--- config.mk ---
export PLATFORM = sky130hd
export DESIGN_NAME = ahb_to_apb_bridge
export DESIGN_NICKNAME = d
export VERILOG_FILES = /design/src/rtl/ahb_to_apb_bridge.sv
export SDC_FILE = /design/constraint.sdc
export NUM_CORES = 1
export LEC_CHECK = 0
export CAP_MARGIN = 20
export CORE_MARGIN = 8
export CORE_UTILIZATION = 32
export CTS_CLUSTER_DIAMETER = 100
export DETAILED_ROUTE_END_ITERATION = 10
export PLACE_DENSITY = 0.74
export SLEW_MARGIN = 5
export SYNTH_ARGS = -nofsm -noshare
export SYNTH_HDL_FRONTEND = slang
export SYNTH_SLANG_ARGS = --single-unit
--- constraint.sdc ---
create_clock -name HCLK -period 2.6 [get_ports HCLK]
set_input_delay 0.78 -clock HCLK [delete_from_list [all_inputs] [get_ports HCLK]]
set_output_delay 0.78 -clock HCLK [all_outputs]
set_load 0.05 [all_outputs]
--- src/rtl/ahb_to_apb_bridge.sv ---
// AHB-lite slave that turns each accepted transfer into one APB4 transfer,
// holding HREADYout low while the APB cycle runs and mapping PSLVERR/timeout to ERROR.
module ahb_to_apb_bridge #(
  parameter logic [7:0] P_TIMEOUT = 8'd255
) (
  input  logic        HCLK,
  input  logic        HRESET,
  input  logic        HSEL,
  input  logic [31:0] HADDR,
  input  logic [1:0]  HTRANS,
  input  logic        HWRITE,
  input  logic [2:0]  HSIZE,
  input  logic [31:0] HWDATA,
  input  logic        HREADYin,
  output logic        HREADYout,
  output logic [1:0]  HRESP,
  output logic [31:0] HRDATA,
  output logic [31:0] PADDR,
  output logic        PSEL,
  output logic        PENABLE,
  output logic        PWRITE,
  output logic [31:0] PWDATA,
  output logic [3:0]  PSTRB,
  input  logic [31:0] PRDATA,
  input  logic        PREADY,
  input  logic        PSLVERR,
  output logic [2:0]  dbg_state_o
);

  typedef enum logic [2:0] {
    S_IDLE   = 3'd0,
    S_WWAIT  = 3'd1,
    S_SETUP  = 3'd2,
    S_ACCESS = 3'd3,
    S_DONE   = 3'd4,
    S_ERR1   = 3'd5,
    S_ERR2   = 3'd6
  } state_e;

  state_e      state_q, state_d;
  logic [31:0] paddr_q, paddr_d;
  logic [31:0] pwdata_q, pwdata_d;
  logic [31:0] hrdata_q, hrdata_d;
  logic [3:0]  pstrb_q, pstrb_d;
  logic        pwrite_q, pwrite_d;
  logic [7:0]  cnt_q, cnt_d;

  logic        ready_state;
  logic        accept;
  logic        timeout_hit;
  logic [3:0]  strb_calc;
  logic        unused_htrans0;

  assign unused_htrans0 = HTRANS[0];

  // Handshake: an address phase is taken only when HSEL & HTRANS[1] & HREADYin
  // are all high on an edge where this slave is itself ready (IDLE/DONE/ERR2).
  assign ready_state = (state_q == S_IDLE) || (state_q == S_DONE) || (state_q == S_ERR2);
  assign accept      = ready_state && HSEL && HTRANS[1] && HREADYin;
  assign timeout_hit = (P_TIMEOUT != 8'd0) && (cnt_q == (P_TIMEOUT - 8'd1));

  always_comb begin
    strb_calc = 4'b1111;
    case (HSIZE)
      3'b000:  strb_calc = 4'b0001 << HADDR[1:0];
      3'b001:  strb_calc = 4'b0011 << {HADDR[1], 1'b0};
      default: strb_calc = 4'b1111;
    endcase
  end

  always_ff @(posedge HCLK) begin
    if (HRESET) begin
      state_q <= S_IDLE;
    end else begin
      state_q <= state_d;
    end
  end

  always_comb begin
    state_d = state_q;
    case (state_q)
      S_IDLE, S_DONE, S_ERR2: begin
        if (accept) begin
          state_d = HWRITE ? S_WWAIT : S_SETUP;
        end else begin
          state_d = S_IDLE;
        end
      end
      S_WWAIT: state_d = S_SETUP;
      S_SETUP: state_d = S_ACCESS;
      S_ACCESS: begin
        if (PREADY) begin
          state_d = PSLVERR ? S_ERR1 : S_DONE;
        end else if (timeout_hit) begin
          state_d = S_ERR1;
        end
      end
      S_ERR1:  state_d = S_ERR2;
      default: state_d = S_IDLE;
    endcase
  end

  always_comb begin
    PSEL      = 1'b0;
    PENABLE   = 1'b0;
    HREADYout = 1'b1;
    HRESP     = 2'b00;
    case (state_q)
      S_WWAIT: HREADYout = 1'b0;
      S_SETUP: begin
        PSEL      = 1'b1;
        HREADYout = 1'b0;
      end
      S_ACCESS: begin
        PSEL      = 1'b1;
        PENABLE   = 1'b1;
        HREADYout = 1'b0;
      end
      S_ERR1: begin
        HREADYout = 1'b0;
        HRESP     = 2'b01;
      end
      S_ERR2: HRESP = 2'b01;
      default: begin
        HREADYout = 1'b1;
        HRESP     = 2'b00;
      end
    endcase
  end

  // APB-side registers hold their values between transfers.
  always_comb begin
    paddr_d  = paddr_q;
    pwrite_d = pwrite_q;
    pstrb_d  = pstrb_q;
    pwdata_d = pwdata_q;
    hrdata_d = hrdata_q;
    cnt_d    = cnt_q;
    if (accept) begin
      paddr_d  = HADDR;
      pwrite_d = HWRITE;
      pstrb_d  = HWRITE ? strb_calc : 4'b0000;
    end
    if (state_q == S_WWAIT) begin
      pwdata_d = HWDATA;
    end
    if (state_q == S_SETUP) begin
      cnt_d = 8'd0;
    end
    if (state_q == S_ACCESS) begin
      if (PREADY) begin
        if (!PSLVERR && !pwrite_q) begin
          hrdata_d = PRDATA;
        end
      end else begin
        cnt_d = cnt_q + 8'd1;
      end
    end
  end

  always_ff @(posedge HCLK) begin
    if (HRESET) begin
      paddr_q  <= 32'd0;
      pwrite_q <= 1'b0;
      pstrb_q  <= 4'd0;
      pwdata_q <= 32'd0;
      hrdata_q <= 32'd0;
      cnt_q    <= 8'd0;
    end else begin
      paddr_q  <= paddr_d;
      pwrite_q <= pwrite_d;
      pstrb_q  <= pstrb_d;
      pwdata_q <= pwdata_d;
      hrdata_q <= hrdata_d;
      cnt_q    <= cnt_d;
    end
  end

  assign PADDR       = paddr_q;
  assign PWRITE      = pwrite_q;
  assign PSTRB       = pstrb_q;
  assign PWDATA      = pwdata_q;
  assign HRDATA      = hrdata_q;
  assign dbg_state_o = state_q;

endmodule

* Word level (Yosys, flattened, before mapping)
Index checks and enable logic that the tools add are counted.
Word-level totals: flip-flop bits (word level) 112, input bits 108, output and inout port bits 109, logic and storage cells 49
Operators by class: add/sub/neg operators 1, eq/ne operators 9, shifts and indexed selects 2, mux-type cells 15, reductions and logical operators 15
Operators by type and width (number):
- 8-bit two-way mux | 3
- 3-bit one-hot mux with 5 select lines | 1
- 3-bit equality test, second input constant | 3
- 8-bit by 1-bit adder with 8-bit output, second input constant | 1
- 8-bit equality test, second input constant | 1
- 4-bit one-hot mux with 2 select lines | 1
- 3-bit by 1-bit equality test with 1-bit output, second input constant | 2
- 3-bit by 2-bit equality test with 1-bit output, second input constant | 2
- 3-bit zero test | 2
- 3-bit two-way mux | 2
- 1-bit two-way mux | 5
- 1-bit logical AND | 4
- 2-bit two-way mux | 2
- 4-bit two-way mux | 1
- 2-bit OR reduction | 2
- 4-bit OR reduction | 1
- 1-bit by 2-bit << shifter with 4-bit output, first input constant | 1
- 2-bit by 2-bit << shifter with 4-bit output, first input constant | 1
- 3-bit != test, second input constant | 1
- 3-bit AND reduction | 1
- 3-bit OR reduction | 1
- 1-bit zero test | 2
- 1-bit logical OR | 2

* Longest topological paths before layout
depth in word-level cells 8, depth in mapped cells 6, gate-level depth less buffers 5

* Least setup slack after synthesis
Ideal clock, no wire load.
path kind register -> output, from reg state_q[0] (netlist: dbg_state_o[0]), to out PENABLE, arrival 2.190 ns, required time 1.820 ns, slack -0.370 ns, stages on the path, launching flop included 4, buffers on the path 1, path through dfxtp_1 > buf_4 > inv_1 > nor3b_1
Between the ends: word-level cells in the longest chain between the ends 2
RTL lines:
- start, declared | line 40 | state_e state_q, state_d;
- start signal, assigned | line 75 | state_q <= state_d;
- 3-bit by 2-bit equality test with 1-bit output | line 108 | case (state_q)
- 1-bit two-way mux | line 108
- end, declared | line 20 | output logic PENABLE,
Every way passes these cells.

* Worst setup path after layout
from reg pwrite_q (netlist: PWRITE), to out PWRITE
RTL lines:
- start, declared | line 45 | logic pwrite_q, pwrite_d;
- start signal, assigned | line 171 | pwrite_q <= pwrite_d;
- end, declared | line 21 | output logic PWRITE,
No word-level cell between the ends.

==> impl_metrics.yaml <==
cells_and_area:
  antenna_cells: 0
  seq_area_sq_mm: 0.00224
  fillers: 1328
  drive_gt1_frac: 0.0698
  multi_input_area_sq_mm: 0.00197
  syn_to_final_growth_pct: 59.2
  finalNonFillerCells: 911
  fin_nets: 837
synth:
  synth_top_family_by_area: "compound AO/OA/AOI/OAI gates"
  muxShareOfSynthArea: 0
  netlist_area_sq_mm: 0.00447
  yosys-top-cells-area: "dfxtp_1, a21oi_1, nand3_1"
  ys_seq_area_frac: 0.502
  ys_types: 41
  synth_edf_count: 0
  yosys.area.top_type_share: 0.502
  synth_simple_gate_area_frac: 0.194
  syn_nets: 651
  synth_xor_area_frac: 0.00392
  synthCells: 541
  ys_seq_elements: 112
  avgSynthCellArea_sq_um: 8.26
  synth_adder_area_share: 0.00560
  yosysWarningCount: 0
  synth-compound-area-share: 0.233
  async_flop_share: 0
  ys.flop_type: "dfxtp_1"
  yosysTopAreaCell: "dfxtp_1"
critical_path:
  arrival_ns: 1.63
  crit_buf_inv: 1
  endpoint_kind: "output pin"
  crit_chain: "clkdlybuf4s50_1"
  cp_slowest_cell: "clkdlybuf4s50_1"
  path_max_fanout: 4
  crit_type: "flop to output pin"
  cp-start-kind: "flop"
  critical_path.max_stage_delay_ns: 0.87
  required_ns: 1.82
  crit_family: "buffers and inverters"
clock_network:
  cts_made_buffers: 9
  cts-htree-levels: 3
  cts.sinks: 112
  clock-root-buffer: "clkbuf_16"
  clkTransAtPathRegs_ns: 0.07
  insertion_delay_ns: 0.34
  post_cts_buffers: 0
  cts_tree: "done"
  clockBufferDepth: 2
placement:
  place_hpwl_mm: 10.3
  dp_cells: 895
  routabilityCongestion: 0.789
  port_buffers: 214
  preCtsSetupSlack_ns: 0.0999
detailed_routing:
  vias: 4479
  drc_errors: 0
  routedWlPerCell_um: 16.5
  drt_iter0_markers: 253
  wirelength_mm: 15.1
  vias_per_cell: 4.92
  drt_pass1_iterations: 4
  antenna_left: 0
timing:
  worst_slew_pin_slew_ns: 0.548
  fin_crit_ns: 2.41
  post-route-period-util: 0.928
  worst_slack_ns: 0.188
  rsz0062_at_grt: "false"
  setup_viol: 0
  final_max_slew_viol_count: 0
  fmax_mhz: 415
  tns_ns: 0
  finalHoldViolations: 0
  skew_ns: 0.00628
  maxSlewHeadroom: 0.634
run_status:
  outcome: "finished clean"
floorplanning:
  ioPinCount: 217
  die_h_um: 134
  start_util: 0.324
  fp.coreArea_sq_mm: 0.0138
  die_w_um: 134
  die_area_sq_mm: 0.0180
  rows: 43
power_and_ir_drop:
  power_leakage_nw: 2.34
  p_per_area_mw_per_mm2: 543
  finalPower_mw: 3.86
  peakVddDrop_v: 0.000260
job:
  max_cap_violations: 0
min_path:
  hold_path.class: "flop to flop"
global_route:
  grt_max_degree: 46
  grtUsageTotal: 0.169
  grt_pass1_vias: 4555
  grt-ovfl-total: 0
  grt_pass1_wl_mm: 24.5
  antenna_found_initial: 0
[routing by layer]
metal / wire [um] / global-route usage / vias to the layer above
met5: 0 / 0 / -
li1: - / - / 2267
met4: 308 / 0.0667 / 0
met1: 6260 / 0.196 / 2056
met3: 1220 / 0.0602 / 15
met2: 7280 / 0.280 / 141
[worst min-delay path: stages, from the launching register on]
cell     delay, ns
dfxtp_1       0.31
nand2_1       0.05
a21oi_1       0.05
[Yosys cell counts, types with 2 or more instances]
cell type / number
dfxtp_1: 112
a21oi_1: 107
nand3_1: 72
nand2_1: 69
o21ai_0: 47
clkbuf_1: 26
o21ai_1: 24
buf_2: 20
inv_1: 6
buf_4: 4
nand2b_1: 4
or4_1: 4
buf_1: 3
o211ai_1: 3
o31ai_1: 3
a221oi_2: 2
a31oi_1: 2
and4b_1: 2
ha_1: 2
nor2b_1: 2
nor3b_2: 2
o2111ai_1: 2
o21a_1: 2
or3_1: 2
or3b_1: 2
xor2_1: 2
[power breakdown]
part,leakage (nW),internal [mW],switching (mW)
Sequential,0.906,1.76,0.0241
Combinational,1.29,0.303,0.407
Clock,0.144,0.749,0.614
Total,2.34,2.81,1.05
[per-stage QoR]
| step | hold slack, ns | utilization | cell area [sq um] |
|---|---|---|---|
| after global routing | 0.470 | 0.516 | 7110 |
| after detailed placement | 0.446 | 0.494 | 6800 |
| after global placement | 0.442 | 0.494 | 6800 |
| final | 0.454 | 0.516 | 7110 |
| after floorplan | 0.470 | - | 4470 |
| after CTS | 0.457 | 0.515 | 7090 |
[cells in the final DEF (no fill, tap or decap), drive strengths merged, types with 2 or more instances in the layout]
master,instances
o2111ai,2
o211ai,3
or4,4
a221oi,2
buf,23
a21oi,107
nor2b,2
o21ai,71
nor3b,3
dfxtp,112
or3b,3
nand2,69
xor2,2
inv,6
nand3,72
a31oi,2
clkdlybuf4s50,206
ha,2
o21a,2
and4b,2
o31ai,3
nand2b,4
or3,2
clkbuf,13
[cell families after synthesis]
family | Yosys count
AO/OA/AOI/OAI | 195
XOR/XNOR | 2
adder cells (fa/ha/maj) | 2
buffers and inverters | 60
flip-flops | 112
other | 1
AND/OR/NAND/NOR | 169
[path summary, 6_finish.rpt]
| kind | slack [ns] | to | depth (start not counted) | from |
|---|---|---|---|---|
| min reg2reg | 0.45 | PWDATA[2] | 2 | PWDATA[2] |
| min | 0.45 | PWDATA[2] | 2 | PWDATA[2] |
| max reg2reg | 0.81 | cnt_q[6] | 4 | dbg_state_o[0] |
| max | 0.19 | PWRITE | 1 | PWRITE |
[cell type report]
| type | instances | share of cell area |
|---|---|---|
| clock buffers | 13 | 0.0394 |
| clock inverters | 2 | 0.00176 |
| inverters | 6 | 0.00317 |
| multi-input cells | 369 | 0.277 |
| flip-flops and latches | 112 | 0.316 |
| well taps | 180 | 0.0317 |
| repair buffers | 229 | 0.331 |
[repair_timing]
action / in CTS / in global routing
resized for setup: 0 / 1
hold buffers: 0 / 0
setup endpoints to repair: 0 / 1
[state kept, by name (all words and copies together) (netlist names)]
register and flops:
HRDATA 32, PADDR 32, PSTRB 4, PWDATA 32
PWRITE 1, cnt_q 8, dbg_state_o 3
No activity file was read; power rests on OpenSTA's default activity.
